$ cat config.mk
export PLATFORM = sky130hd
export DESIGN_NAME = compute_unit_sched_flat
export DESIGN_NICKNAME = d
export VERILOG_FILES = /design/src/rtl/compute_unit_sched_if.sv /design/src/rtl/compute_unit_sched.sv /design/src/flat_wrapper.sv
export SDC_FILE = /design/constraint.sdc
export NUM_CORES = 1
export LEC_CHECK = 0
export CAP_MARGIN = 40
export CORE_MARGIN = 2
export CORE_UTILIZATION = 41
export CTS_CLUSTER_DIAMETER = 80
export DETAILED_ROUTE_END_ITERATION = 8
export GPL_ROUTABILITY_DRIVEN = 0
export PLACE_DENSITY_LB_ADDON = 0.25
export SLEW_MARGIN = 20
export SYNTH_ARGS = -nofsm -noshare
export SYNTH_HDL_FRONTEND = slang
export SYNTH_SLANG_ARGS = --single-unit
$ cat constraint.sdc
create_clock -name clk -period 3 [get_ports clk]
set_input_delay 0.45 -clock clk [delete_from_list [all_inputs] [get_ports clk]]
set_output_delay 0.45 -clock clk [all_outputs]
set_load 0.03 [all_outputs]
$ cat src/rtl/compute_unit_sched_if.sv
// Bundle of request, compute-unit and response signals for compute_unit_sched.
// master is the scheduler's view, slave is the lanes/compute-unit view.
interface compute_unit_sched_if #(
    parameter int DW    = 16,
    parameter int DEPTH = 8
);
    localparam int CW = $clog2(DEPTH) + 1;

    logic [3:0]      req_valid;
    logic [4*DW-1:0] req_dat1;
    logic [4*DW-1:0] req_dat2;
    logic [3:0]      req_ready;

    logic [DW-1:0]   cu_idat1;
    logic [DW-1:0]   cu_idat2;
    logic            cu_idatwr;
    logic            cu_inrdy;

    logic [DW-1:0]   cu_odat1;
    logic [DW-1:0]   cu_odat2;
    logic            cu_odatrd;
    logic            cu_outrdy;

    logic [3:0]      rsp_valid;
    logic [DW-1:0]   rsp_dat1;
    logic [DW-1:0]   rsp_dat2;
    logic [3:0]      rsp_ready;

    logic [CW-1:0]   outstanding;
    logic            err_orphan;

    modport master (
        input  req_valid, req_dat1, req_dat2,
        input  cu_inrdy, cu_odat1, cu_odat2, cu_outrdy,
        input  rsp_ready,
        output req_ready,
        output cu_idat1, cu_idat2, cu_idatwr, cu_odatrd,
        output rsp_valid, rsp_dat1, rsp_dat2,
        output outstanding, err_orphan
    );

    modport slave (
        output req_valid, req_dat1, req_dat2,
        output cu_inrdy, cu_odat1, cu_odat2, cu_outrdy,
        output rsp_ready,
        input  req_ready,
        input  cu_idat1, cu_idat2, cu_idatwr, cu_odatrd,
        input  rsp_valid, rsp_dat1, rsp_dat2,
        input  outstanding, err_orphan
    );
endinterface

$ cat src/rtl/compute_unit_sched.sv
// Round-robin sharing of one compute unit among four lanes, with an
// in-order tag FIFO routing each result back through a one-entry response.
module compute_unit_sched #(
    parameter int DW    = 16,
    parameter int DEPTH = 8
) (
    input logic                  clk,
    input logic                  rst,
    compute_unit_sched_if.master bus
);
    localparam int AW = $clog2(DEPTH);
    localparam int CW = AW + 1;

    logic [1:0]    last_grant;
    logic [1:0]    win;
    logic          found;
    logic          can_issue;
    logic          issue;

    logic [1:0]    tag_mem [DEPTH];
    logic [CW-1:0] wr_ptr;
    logic [CW-1:0] rd_ptr;
    logic          tag_nonempty;

    logic          rsp_full;
    logic [1:0]    rsp_tag;
    logic [DW-1:0] rsp_d1;
    logic [DW-1:0] rsp_d2;
    logic          rsp_taken;
    logic          pop;

    logic [CW-1:0] cnt;
    logic          orphan;

    assign can_issue = bus.cu_inrdy & (cnt < CW'(DEPTH));

    // Pick the first valid lane starting one past the previous winner.
    always_comb begin
        win   = last_grant;
        found = 1'b0;
        for (int k = 1; k <= 4; k++) begin
            if (!found && bus.req_valid[last_grant + 2'(k)]) begin
                win   = last_grant + 2'(k);
                found = 1'b1;
            end
        end
    end

    // Reset must force the combinational strobes low immediately.
    assign issue         = ~rst & can_issue & found;
    assign bus.req_ready = issue ? (4'b0001 << win) : 4'b0000;
    assign bus.cu_idatwr = issue;
    assign bus.cu_idat1  = bus.req_dat1[32'(win)*DW +: DW];
    assign bus.cu_idat2  = bus.req_dat2[32'(win)*DW +: DW];

    assign tag_nonempty  = (wr_ptr != rd_ptr);
    assign rsp_taken     = rsp_full & bus.rsp_ready[rsp_tag];
    assign pop           = ~rst & bus.cu_outrdy & tag_nonempty
                         & (~rsp_full | rsp_taken);
    assign bus.cu_odatrd = pop;

    assign bus.rsp_valid   = rsp_full ? (4'b0001 << rsp_tag) : 4'b0000;
    assign bus.rsp_dat1    = rsp_d1;
    assign bus.rsp_dat2    = rsp_d2;
    assign bus.outstanding = cnt;
    assign bus.err_orphan  = orphan;

    // Tag storage; stale entries are unreachable once the pointers clear.
    always_ff @(posedge clk) begin
        if (issue) begin
            tag_mem[wr_ptr[AW-1:0]] <= win;
        end
    end

    // Grant pointer, tag FIFO pointers and outstanding count.
    always_ff @(posedge clk or posedge rst) begin
        if (rst) begin
            last_grant <= 2'd3;
            wr_ptr     <= '0;
            rd_ptr     <= '0;
            cnt        <= '0;
        end else begin
            if (issue) begin
                last_grant <= win;
                wr_ptr     <= wr_ptr + CW'(1);
            end
            if (pop) begin
                rd_ptr <= rd_ptr + CW'(1);
            end
            if (issue & ~rsp_taken) begin
                cnt <= cnt + CW'(1);
            end else if (~issue & rsp_taken) begin
                cnt <= cnt - CW'(1);
            end
        end
    end

    // Response register, refilled on the same edge it is accepted.
    always_ff @(posedge clk or posedge rst) begin
        if (rst) begin
            rsp_full <= 1'b0;
            rsp_tag  <= 2'd0;
            rsp_d1   <= '0;
            rsp_d2   <= '0;
        end else if (pop) begin
            rsp_full <= 1'b1;
            rsp_tag  <= tag_mem[rd_ptr[AW-1:0]];
            rsp_d1   <= bus.cu_odat1;
            rsp_d2   <= bus.cu_odat2;
        end else if (rsp_taken) begin
            rsp_full <= 1'b0;
        end
    end

    // Sticky flag for a result arriving with no tag to route it.
    always_ff @(posedge clk or posedge rst) begin
        if (rst) begin
            orphan <= 1'b0;
        end else if (bus.cu_outrdy & ~tag_nonempty) begin
            orphan <= 1'b1;
        end
    end
endmodule

$ cat src/flat_wrapper.sv
// flat-port wrapper written by rule: the top's interface ports become plain ports
module compute_unit_sched_flat 
#(
    parameter int DW    = 16,
    parameter int DEPTH = 8
)
  (clk, rst, bus_req_valid, bus_req_dat1, bus_req_dat2, bus_cu_inrdy, bus_cu_odat1, bus_cu_odat2, bus_cu_outrdy, bus_rsp_ready, bus_req_ready, bus_cu_idat1, bus_cu_idat2, bus_cu_idatwr, bus_cu_odatrd, bus_rsp_valid, bus_rsp_dat1, bus_rsp_dat2, bus_outstanding, bus_err_orphan);
  compute_unit_sched_if #(.DW(DW), .DEPTH(DEPTH)) bus_i ();
  input logic clk;
  input logic rst;
  input wire logic [$bits(bus_i.req_valid)-1:0] bus_req_valid;
  input wire logic [$bits(bus_i.req_dat1)-1:0] bus_req_dat1;
  input wire logic [$bits(bus_i.req_dat2)-1:0] bus_req_dat2;
  input wire logic [$bits(bus_i.cu_inrdy)-1:0] bus_cu_inrdy;
  input wire logic [$bits(bus_i.cu_odat1)-1:0] bus_cu_odat1;
  input wire logic [$bits(bus_i.cu_odat2)-1:0] bus_cu_odat2;
  input wire logic [$bits(bus_i.cu_outrdy)-1:0] bus_cu_outrdy;
  input wire logic [$bits(bus_i.rsp_ready)-1:0] bus_rsp_ready;
  output wire logic [$bits(bus_i.req_ready)-1:0] bus_req_ready;
  output wire logic [$bits(bus_i.cu_idat1)-1:0] bus_cu_idat1;
  output wire logic [$bits(bus_i.cu_idat2)-1:0] bus_cu_idat2;
  output wire logic [$bits(bus_i.cu_idatwr)-1:0] bus_cu_idatwr;
  output wire logic [$bits(bus_i.cu_odatrd)-1:0] bus_cu_odatrd;
  output wire logic [$bits(bus_i.rsp_valid)-1:0] bus_rsp_valid;
  output wire logic [$bits(bus_i.rsp_dat1)-1:0] bus_rsp_dat1;
  output wire logic [$bits(bus_i.rsp_dat2)-1:0] bus_rsp_dat2;
  output wire logic [$bits(bus_i.outstanding)-1:0] bus_outstanding;
  output wire logic [$bits(bus_i.err_orphan)-1:0] bus_err_orphan;
  assign bus_i.req_valid = bus_req_valid;
  assign bus_i.req_dat1 = bus_req_dat1;
  assign bus_i.req_dat2 = bus_req_dat2;
  assign bus_i.cu_inrdy = bus_cu_inrdy;
  assign bus_i.cu_odat1 = bus_cu_odat1;
  assign bus_i.cu_odat2 = bus_cu_odat2;
  assign bus_i.cu_outrdy = bus_cu_outrdy;
  assign bus_i.rsp_ready = bus_rsp_ready;
  assign bus_req_ready = bus_i.req_ready;
  assign bus_cu_idat1 = bus_i.cu_idat1;
  assign bus_cu_idat2 = bus_i.cu_idat2;
  assign bus_cu_idatwr = bus_i.cu_idatwr;
  assign bus_cu_odatrd = bus_i.cu_odatrd;
  assign bus_rsp_valid = bus_i.rsp_valid;
  assign bus_rsp_dat1 = bus_i.rsp_dat1;
  assign bus_rsp_dat2 = bus_i.rsp_dat2;
  assign bus_outstanding = bus_i.outstanding;
  assign bus_err_orphan = bus_i.err_orphan;
  compute_unit_sched #(.DW(DW), .DEPTH(DEPTH)) u_core (.clk(clk), .rst(rst), .bus(bus_i));
endmodule
==> metrics.txt <==
min Tclk post-route=2.924 ns; power per cell area=1018 nW/um^2; CTS sink count=66; vias in the first global route=4996; Hold EP=u_core.bus.err_orphan; Util after Layout=66.79%; max_cap viols=0; Netlist cell types=47; Post-Syn Area=4937 um^2; Starting Density=41.62%; worst-margin pin slew=0.6662 ns; RSZ-0062 raised after global routing=yes; WHS Path Cells=1; Worst Hold Class=register to register; synth top area cells=dfrtp_1, a32oi_1, a211oi_1, edfxtp_1, mux2_4; Congestion Overflow GR=0; Crit Path Max Fanout=17; DIE WIDTH=113.7 um; critical path startpoint category=input pin; R2R cell count=9; Antenna diodes=0; largest net degree at the start of global routing=65; pre-CTS setup slack=-0.07167 ns; GRT Util Overall=23.51%; Worst setup EP type=output port; die area=12940 um^2; final worst-path cycle share=97.47%; first-pass iteration count of the detailed router=6; R2R setup slack=0.54 ns; Max Freq=342.0 MHz; Post-Route WL=15.49 mm; share of cells above drive strength 1=18.37%; Cells after Synth=486; register area share after synthesis=35.12%; required time of the worst setup path=2.55 ns; number of synthesized register bits=66; worst hold start=u_core.bus.err_orphan; slew margin rel.=54.96%; Pwr Total=8.062 mW; post-detail-place hpwl=11.48 mm; Worst Slack Setup Final=0.07600 ns; post-layout net count=897; WL/cell=17.79 um; skew final=0.006306 ns; synthesis warning total=0; worst r2r src=u_core.rsp_tag[1]; First DRT Iteration DRCs=285; Synth area leader=dfrtp_1; setup violators final=0; Worst Path Class, Setup=input pin to output port; most numerous cell in the Yosys netlist=inv_1; origin of the worst setup path=bus_req_valid[3]; capturing point of the worst reg2reg path=u_core.bus.outstanding[3]; Post-Syn Area per Cell=10.16 um^2; Chip Height=113.7 um; WP data arrival=2.47 ns; DR vias/cell=5.540; clock-pin slew on the worst setup and hold paths=0.05 ns; IO Port Bufs=250; site row count=40; Max rail drop VDD=0.5230 mV; Primary FF master, synth=dfrtp_1; status=complete, no violations; Clock Latency Late Sink=0.33 ns; post-synth top area share=24.33%; total core area=11860 um^2; leakage power=3.388 nW; CTS root buffer=clkbuf_16; initial antenna violation count=0; Num CTS Buffers=9; asr flop ratio synth=75.76%; synth cell count leaders=inv_1, a32oi_1, a211oi_1; CTS tree=built; CTS Buffer Depth=2; area grow syn2layout=60.47%; Routed Antenna Nets=0; drt drc=0; Post-synth EDFFs=16; Top Ports=251; DR vias=4825; CTS H-tree depth=3; first-pass GRT wire length=24.39 mm; total nets after synthesis=664; Final Hold Vio Count=0; Slew Viols, Final=0
[where the power goes]
group / internal, mW / switching [mW]
registers: 1.33 / 0.360
logic: 2.43 / 2.95
clock network: 0.636 / 0.360
[registers in the layout (all words and copies together) (netlist names)]
register / count
u_core.wr_ptr: 4
u_core.bus.outstanding: 4
u_core.rsp_tag: 2
u_core.last_grant: 2
u_core.bus.err_orphan: 1
u_core.rsp_full: 1
u_core.rd_ptr: 4
u_core.bus.rsp_dat1: 16
u_core.tag_mem: 16
u_core.bus.rsp_dat2: 16
[worst max-delay path, cell delays in order]
cell             delay (ns)
clkdlybuf4s50_1        0.49
buf_4                  0.20
nand2_2                0.09
a21oi_1                0.10
a311oi_4               0.28
buf_12                 0.22
buf_4                  0.20
mux2i_2                0.24
buf_4                  0.19
[cell families (layout without fill, tap and decap cells)]
logic type	after synthesis	after routing	synth area share, %
buffers and inverters	129	367	11.89
XOR/XNOR	13	13	2.306
AO/OA/AOI/OAI	144	144	23.77
multiplexers	77	77	19.64
flip-flops	66	66	35.12
AND/OR/NAND/NOR	51	51	5.601
adder cells (fa/ha/maj)	6	6	1.673
[routing by layer]
metal	vias to the layer above	share of wire (%)	track usage, %
met2	237	50	42.36
met1	2253	40	26.93
li1	2307	-	-
met3	28	7.5	5.951
met5	-	0	0
met4	0	2.7	8.699
[worst max path at each step]
stage,endpoint,slack (ns),cells past startpoint
after floorplan,u_core.bus.outstanding[3],0.33,10
after global placement,bus_req_ready[2],0.06,9
after detailed placement,u_core.bus.outstanding[3],-0.07,11
after CTS,bus_req_ready[2],0.01,7
after global routing,bus_cu_idat2[9],-0.01,9
final,bus_cu_idat2[9],0.08,9
[stage by stage]
step	setup TNS [ns]	cell area, um^2	hold slack [ns]	std cells
after floorplan	0	4937	0.4604	486
after global placement	0	7614	0.4431	855
after detailed placement	-0.1607	7614	0.4637	855
after CTS	0	7904	0.4754	871
after global routing	-0.01618	7923	0.5099	871
final	0	7923	0.4746	871
[layout make-up]
class | instances | area (um^2)
Clock buffer | 10 | 229.0
Clock inverter | 6 | 57.56
Fill cell | 931 | 3939
Inverter | 75 | 281.5
Multi-Input combinational cell | 291 | 2685
Sequential cell | 66 | 1738
Tap cell | 147 | 183.9
Timing Repair Buffer | 276 | 2748
[repair_timing]
item | CTS | global route
setup buffers | 0 | 0
gates resized for setup | 1 | 5
hold buffers | 0 | 0
endpoints found under the setup margin | 13 | 24
gates cloned | 0 | 0
[layout by cell type (no fill, tap or decap), types with 2 or more instances in the layout]
| cell | instances |
|---|---|
| nor3b_1 | 2 |
| xor2_1 | 7 |
| mux2i_1 | 34 |
| nor2_1 | 10 |
| nor3_1 | 8 |
| o21ai_0 | 2 |
| mux4_2 | 4 |
| clkbuf_16 | 9 |
| nor4_1 | 2 |
| mux2_2 | 11 |
| inv_1 | 74 |
| dfrtp_1 | 48 |
| xnor2_1 | 6 |
| mux2_4 | 27 |
| a21o_1 | 2 |
| buf_12 | 11 |
| edfxtp_1 | 16 |
| clkinv_2 | 3 |
| nor4b_1 | 2 |
| ha_1 | 5 |
| a211oi_1 | 64 |
| nand2_1 | 10 |
| nand3_1 | 2 |
| a21oi_1 | 4 |
| nand2b_1 | 4 |
| clkdlybuf4s50_1 | 213 |
| buf_4 | 51 |
| a32oi_1 | 64 |
No activity file was read; power rests on OpenSTA's default activity.
